## src/rtl/bcd_serial_adder.sv

```systemverilog
// bcd_serial_adder: digit-serial multi-digit BCD adder, one decimal digit per clock, LSD first.
// Latency: DIGITS+1 edges from the start sample to the done pulse; one addition per DIGITS+1 cycles.
// Backpressure: none; start is only sampled in IDLE, so a start during an addition is ignored.
//
// Ports:
//   clk, rst        single clock, synchronous active-high reset
//   start           begin an addition (sampled in IDLE only)
//   a, b            packed BCD operands, digit i at [4i+3:4i]
//   cin             decimal carry into digit 0
//   busy            high while digits are being processed
//   done            one-cycle pulse when sum/cout/err update
//   sum, cout, err  registered result, held until the next completion
//
// Optional feature: define BCD_INVALID_CHECK_EN to flag operand digits > 9 on err.
// Without it err is tied low and the port list is unchanged.
module bcd_serial_adder #(
  parameter int DIGITS = 4
) (
  input  logic                  clk,
  input  logic                  rst,
  input  logic                  start,
  input  logic [4*DIGITS-1:0]   a,
  input  logic [4*DIGITS-1:0]   b,
  input  logic                  cin,
  output logic                  busy,
  output logic                  done,
  output logic [4*DIGITS-1:0]   sum,
  output logic                  cout,
  output logic                  err
);

  localparam int W  = 4 * DIGITS;
  localparam int CW = (DIGITS > 1) ? $clog2(DIGITS) : 1;
  localparam logic [CW-1:0] LAST = CW'(DIGITS - 1);

  typedef enum logic {IDLE, ADD} state_t;

  state_t        state;
  logic [CW-1:0] cnt;
  logic [W-1:0]  a_sh;
  logic [W-1:0]  b_sh;
  logic [W-1:0]  acc;
  logic          carry;

  // Single digit adder working on the low digit of the operand shift registers.
  logic [5:0]    t;
  logic [3:0]    dig;
  logic          dig_carry;
  logic [W-1:0]  acc_next;

  always_comb begin
    t = {2'b00, a_sh[3:0]} + {2'b00, b_sh[3:0]} + {5'b00000, carry};
    if (t > 6'd9) begin
      // (t + 6) mod 16; also covers non-BCD inputs deterministically.
      dig       = t[3:0] + 4'd6;
      dig_carry = 1'b1;
    end else begin
      dig       = t[3:0];
      dig_carry = 1'b0;
    end
  end

  // New digit enters at the top so that after DIGITS shifts digit 0 sits at the bottom.
  generate
    if (DIGITS == 1) begin : g_acc_one
      assign acc_next = dig;
    end else begin : g_acc_multi
      assign acc_next = {dig, acc[W-1:4]};
    end
  endgenerate

`ifdef BCD_INVALID_CHECK_EN
  logic inv_in;
  logic inv_q;

  always_comb begin
    inv_in = 1'b0;
    for (int i = 0; i < DIGITS; i++) begin
      if (a[4*i +: 4] > 4'd9 || b[4*i +: 4] > 4'd9) begin
        inv_in = 1'b1;
      end
    end
  end
`endif

  always_ff @(posedge clk) begin
    if (rst) begin
      state <= IDLE;
      cnt   <= '0;
      carry <= 1'b0;
      a_sh  <= '0;
      b_sh  <= '0;
      acc   <= '0;
      busy  <= 1'b0;
      done  <= 1'b0;
      sum   <= '0;
      cout  <= 1'b0;
`ifdef BCD_INVALID_CHECK_EN
      inv_q <= 1'b0;
      err   <= 1'b0;
`endif
    end else begin
      done <= 1'b0;
      case (state)
        IDLE: begin
          if (start) begin
            a_sh  <= a;
            b_sh  <= b;
            carry <= cin;
            cnt   <= '0;
            acc   <= '0;
            busy  <= 1'b1;
            state <= ADD;
`ifdef BCD_INVALID_CHECK_EN
            inv_q <= inv_in;
`endif
          end
        end
        ADD: begin
          a_sh  <= a_sh >> 4;
          b_sh  <= b_sh >> 4;
          acc   <= acc_next;
          carry <= dig_carry;
          cnt   <= cnt + 1'b1;
          if (cnt == LAST) begin
            sum   <= acc_next;
            cout  <= dig_carry;
            done  <= 1'b1;
            busy  <= 1'b0;
            cnt   <= '0;
            state <= IDLE;
`ifdef BCD_INVALID_CHECK_EN
            err   <= inv_q;
`endif
          end
        end
        default: state <= IDLE;
      endcase
    end
  end

`ifndef BCD_INVALID_CHECK_EN
  assign err = 1'b0;
`endif

endmodule

```

## config.mk

```make
export PLATFORM = sky130hd
export DESIGN_NAME = bcd_serial_adder
export DESIGN_NICKNAME = d
export VERILOG_FILES = /design/src/rtl/bcd_serial_adder.sv
export SDC_FILE = /design/constraint.sdc
export NUM_CORES = 1
export LEC_CHECK = 0
export ABC_AREA = 1
export CAP_MARGIN = 25
export CORE_AREA = 2 2 103 105
export CTS_BUF_LIST = sky130_fd_sc_hd__clkbuf_4
export DETAILED_ROUTE_END_ITERATION = 8
export DIE_AREA = 0 0 105 107
export PLACE_DENSITY = 0.48
export REMOVE_ABC_BUFFERS = 1
export SLEW_MARGIN = 20
export SYNTH_ARGS = -nofsm -noshare
export SYNTH_HDL_FRONTEND = slang
export SYNTH_SLANG_ARGS = --single-unit
```

## constraint.sdc

```tcl
create_clock -name clk -period 2.55 [get_ports clk]
set_input_delay 0.3825 -clock clk [delete_from_list [all_inputs] [get_ports clk]]
set_output_delay 0.3825 -clock clk [all_outputs]
set_load 0.005 [all_outputs]
```

======== Word-level counts from Yosys, hierarchy flattened ========
Index checks and enable logic that the tools add are counted.
operators by class
  equality and inequality tests ........... 3
  order comparisons ....................... 1
  multiplexer cells ....................... 20
  bitwise logic cells ..................... 1
  $add $sub $neg .......................... 4
  reductions and logical operators ........ 3
operators with widths
  kind                                                    number
  case mux 16 bit (2 select lines)                        3
  two-way mux 16 bit                                      3
  two-way mux 1 bit                                       7
  adder 5 x 1 -> 6 bit                                    1
  > comparator 6 x 4 -> 1 bit (second input constant)     1
  case mux 1 bit (2 select lines)                         3
  adder 4 x 4 -> 5 bit                                    1
  adder 4 x 3 -> 4 bit (second input constant)            1
  two-way mux 2 bit                                       2
  two-way mux 4 bit                                       1
  case mux 2 bit (2 select lines)                         1
  AND reduction 2 bit                                     2
  adder 2 x 1 -> 2 bit (second input constant)            1
  equality test 2 bit (second input constant)             1
  inequality test 2 x 1 -> 1 bit (second input constant)  1
  inequality test 2 bit (second input constant)           1
  OR reduction 2 bit                                      1
  inverter 1 bit                                          1
storage, ports and cells
  word-level logic and storage cells ...... 42
  bits of input ports ..................... 36
  register bits ........................... 71
  output and inout port bits .............. 20

======== Logic depth before layout (Yosys ltp) ========
  word-level depth ........................ 5
  gate-level depth with buffers ........... 14
  gate-level depth less buffers ........... 14

======== Least setup slack after synthesis ========
No wires, ideal clock.
  path type ............................... register -> register
  from .................................... register a_sh[0]
  to ...................................... register acc[15]
  library setup time ...................... 0.067 ns
  data required time ...................... 2.483 ns
  arrival ................................. 1.967 ns
  cell stages (with the launch flop) ...... 15
  period minus slack after synthesis ...... 2.035 ns
  setup slack ............................. 0.515 ns
  cell sequence ........................... dfxtp_1 -> fa_1 -> inv_1 -> fa_1 -> or2_4 -> nand2_1 -> inv_1 -> ha_1 -> inv_1 -> nand3_1 -> nand2_1 -> nand2_2 -> nand2_2 -> nand2_2 -> a21oi_2
between the ends
  word-level cells in the longest chain between the ends .. 5
ends and longest elaborated chain
  element                                                              RTL line  RTL
  start, declared                                                      40        logic [W-1:0] a_sh;
  start signal, assigned                                               120       a_sh <= a_sh >> 4;
  adder 4 x 4 -> 5 bit (*)                                             52        t = {2'b00, a_sh[3:0]} + {2'b00, b_sh[3:0]} + {5'b00000, carry};
  adder 5 x 1 -> 6 bit (*)                                             52
  > comparator 6 x 4 -> 1 bit or adder 4 x 3 -> 4 bit (tied branches)  53, 55
  two-way mux 4 bit (*)                                                53        if (t > 6'd9) begin
  case mux 16 bit (2 select lines) (*)                                 104       case (state)
  end signal, assigned                                                 122       acc <= acc_next;
  end, declared                                                        42        logic [W-1:0] acc;
Every way passes the cells marked *; elsewhere a longest branch is shown, timed or not.
A chain may end at the register's enable or synchronous reset.

======== Worst setup path after layout ========
Ends and elaborated chain as after synthesis.

==> results.txt <==
In this run the worst path has a maximum fanout of 3. The number of antenna violations at the first check in global routing came out at 0. In this run the critical register-to-register path is captured at acc[15]$_SDFFE_PP0P_.

The initialized floorplan defines 37 standard-cell rows. The worst register-to-register path begins at a_sh[0]$_SDFFE_PP0P_. The via count of the first global-routing pass is 2443. The total CTS buffers is 9. The largest individual stage delay along the critical path comes from the cell fa_1. The maximum resistive drop on vdd came out at 0.199 mV.

The flow ran to the end, and the final reports show no timing, DRC or antenna violations. Setup repair after global routing left no endpoint under its margin. The type of the most critical hold path is flop to flop.

The number of levels the H-tree was split into is 3. The number of enable-type register cells in the synthesized netlist came out at 0. The number of distinct library cells after synthesis is 29. In this design, the largest share of critical-path delay is due to adder cells.

The number of pins exceeding their max-slew limit in the final report is 0. The power density normalized to cell area came out at 559 nW/um^2. The final layout contains 472 nets.

The prevailing post-synth register cell is dfxtp_1. For this run, the slowest stage of the critical path takes 0.41 ns. The proportion of power drawn by flip-flops and latches came out at 0.533.

Counting instances in the post-synthesis netlist gives the leading cell types as nand2_1, dfxtp_1, nand3_1, inv_1, a21oi_1. The standby leakage power came out at 1.64 nW. The most common cell in the netlist is nand2_1. The final standard cell area without fillers is 3730 sq um.

The number of buffers and inverters on the critical path came out at 3. The maximum clock insertion buffer count is 2. The post-synthesis instance area came out at 2950 sq um. For this configuration, the core starts out at a cell density of 0.292.

Setup slack on the critical path of the routed design comes to 0.359 ns. Between clock sinks in the finished design, the worst skew comes to 0.0156 ns. The routed wire length per instance is 11.9 microns. For hold timing, the worst endpoint is b_sh[14]$_SDFFE_PP0P_. The tightest hold path in the finished design has a slack of 0.472 ns.

The antenna diode count is 0. Detailed placement finished with a half-perimeter wire length of 4.66 mm. STA puts the critical path data required time at 2.91 ns.

For the pin with the worst max-slew slack, the measured transition is 0.793 ns. The classification of the worst setup path is flop to flop. The quantity of gates resized following cts came out at 0.

The startpoint of the lowest-slack hold path is b_sh[14]$_SDFFE_PP0P_. The overall power consumption is 2.08 mW. After detailed routing, the number of remaining DRC violations is 0. TritonCTS built the clock tree. The top achievable clock speed came out at 456 MHz. The number of synthesized register bits came out at 67. Data on the critical path arrives at its endpoint at 2.55 ns.

In this run the clock root is driven by a clkbuf_4. Entering global routing, the biggest net connects 38 pins. The first routing iteration left 46 violations. Of the post-synthesis cell area, the dominant cell type holds 0.455. The final number of setup-violating endpoints came out at 0.

The number of hold violations in the final report came out at 0. After technology mapping, the gate count stands at 378. The number of clock sinks seen by CTS came out at 67. The depth of the worst register-to-register path is 14. The setup slack of the worst register-to-register path is 0.36 ns. The part of the power in the clock network came out at 0.319. Of the total power, the share spent switching nets is 0.276. The number of maximum-capacitance violations came out at 0. STA classifies the critical path startpoint as a flop. The proportion of power drawn by combinational gates is 0.148.

The Yosys step of the flow raised 0 warnings. The count of cells along the worst hold path is 2. From bottom edge to top edge, the die measures 107 microns.

The fraction of registers with async set/reset is 0. The number of buffers added to fix hold violations after cts is 0. In the global route stage, overall resource usage came out at 0.128. The first global-routing pass estimated 11.4 mm of wire.

The total cell area at the placement stage is 3600 sq um. The final critical-path share of the clock period came out at 0.859. The setup TNS is 0 ns. Input and output buffers added on the ports amount to 54. The congestion estimate from routability-driven global placement came to 0.740. The number of routed nets with antenna violations is 0. Ranked by total cell area, the synthesized netlist is headed by dfxtp_1, nand2_1, nand3_1. The total wirelength of the detailed-routed design is 6.76 mm.

The proportion of layout cells with a drive suffix above 1 is 0.101. Detailed routing inserted a total of 2542 vias. The horizontal extent of the die came out at 105 microns. The internal portion of the total power is 1.51 mW. The library cell occupying the most area in the post-synthesis netlist is dfxtp_1. Of the synthesized area, sequential elements account for 0.455. The time the worst path needs with I/O delays and setup is 2.19 ns. The pre-CTS worst setup slack came out at 0.371 ns. The area growth from synthesis to layout is 26.3%. The clock latency reported for the late side of the worst-skew pair is 0.42 ns. The endpoint kind of the worst setup timing path is a flop. The critical path goes through fa_1 -> inv_1 -> fa_1 -> or2_4 -> nand2_1 -> inv_1 -> ha_1 -> inv_1 -> nand3_1 -> nand2_1 -> nand2_2 -> nand2_2 -> nand2_2 -> a21oi_2. The total of fill cells in the finished design came out at 1145. The area enclosed by the die boundary came out at 11200 sq um. Dividing the detail-routed via count by the number of cells gives 4.46.

The count of pins on the block boundary is 56. The core area is 10100 sq um. After clock tree synthesis, the setup repair step added 0 buffers.

The remaining global-route overflow came out at 0. Summed over all nets, the switching power comes to 0.576 mW. The clock-pin slew reported for the worst setup and hold paths after clock tree synthesis came out at 0.11 ns. Headroom to the max-slew limit came out at 0.471. The pre-antenna-repair detailed-routing pass consisted of 4 iterations. The post-synthesis area per instance is 7.80 sq um.
==> area by class of cell <==
type                       instances  area, sq um  share of cell area
timing repair buffer              62          601               0.161
inverter                          49          184              0.0494
clock buffer                       9         67.6              0.0181
multi-input combinational        240         1300               0.350
tap                              136          170              0.0457
clock inverter                     7         58.8              0.0158
sequential                        67         1340               0.360
==> sequential cells by signal, indices dropped and copies added (netlist names) <==
name and count:
state 1, acc 12, done 1, busy 1
a_sh 16, sum 16, cnt 2, b_sh 16
carry 1, cout 1
==> how the worst max path moves through the flow <==
stage / startpoint / slack (ns) / to / cells after the start
after floorplan: a_sh[0]$_SDFFE_PP0P_ / 0.48 / acc[15]$_SDFFE_PP0P_ / 14
after global placement: a_sh[0]$_SDFFE_PP0P_ / 0.41 / acc[15]$_SDFFE_PP0P_ / 14
after detailed placement: a_sh[0]$_SDFFE_PP0P_ / 0.37 / acc[15]$_SDFFE_PP0P_ / 14
after CTS: a_sh[0]$_SDFFE_PP0P_ / 0.36 / acc[15]$_SDFFE_PP0P_ / 14
after global routing: a_sh[0]$_SDFFE_PP0P_ / 0.18 / sum[15]$_SDFFE_PP0P_ / 14
final: a_sh[0]$_SDFFE_PP0P_ / 0.36 / acc[15]$_SDFFE_PP0P_ / 14
==> per-stage QoR <==
stage          utilization  instances
5_1_grt              0.369        570
3_5_place_dp         0.357        554
2_1_floorplan            -        356
6_report             0.369        570
4_1_cts              0.369        570
3_3_place_gp         0.357        554
==> cells in the final DEF, fill, tap and decap left out, types with 4 or more instances in the layout <==
cell type	Yosys	final
a21oi_1	21	21
a21oi_2	4	4
a22o_1	14	14
a22oi_1	4	4
buf_4	5	8
clkbuf_4	0	9
clkdlybuf4s50_1	0	54
dfxtp_1	67	67
ha_1	5	5
inv_1	45	45
inv_2	4	4
nand2_1	97	97
nand2_2	6	6
nand3_1	49	49
nor2_1	9	9
o21ai_1	11	11
==> power by group through the flow <==
stage	combinational (mW)	sequential, mW	clock, mW
final	0.307	1.11	0.665
after global routing	0.350	1.12	0.736
after CTS	0.312	1.11	0.693
after detailed placement	0.310	1.13	0
after global placement	0.308	1.13	0
after floorplan	0.176	1.13	0
==> cell families after synthesis <==
family | after synthesis | synth area share
flip-flops | 67 | 0.455
other | 1 | 0.00127
AND/OR/NAND/NOR | 170 | 0.268
AO/OA/AOI/OAI | 62 | 0.138
adder cells (fa/ha/maj) | 7 | 0.0348
buffers and inverters | 71 | 0.103
==> worst min-delay path: cells and delay by family (launching register included) <==
family | cells | cell delay [ns]
AO/OA/AOI/OAI | 1 | 0.05
flip-flops | 1 | 0.33
AND/OR/NAND/NOR | 1 | 0.06
==> per-layer routing <==
| layer | vias to the layer above | routed length [microns] | GRT usage |
|---|---|---|---|
| li1 | 1329 | - | - |
| met1 | 1140 | 3210 | 0.157 |
| met2 | 63 | 3100 | 0.212 |
| met3 | 10 | 334 | 0.0371 |
| met4 | 0 | 112 | 0.0514 |
| met5 | - | 0 | 0 |
Note: power is estimated with default switching activity, not from simulation.
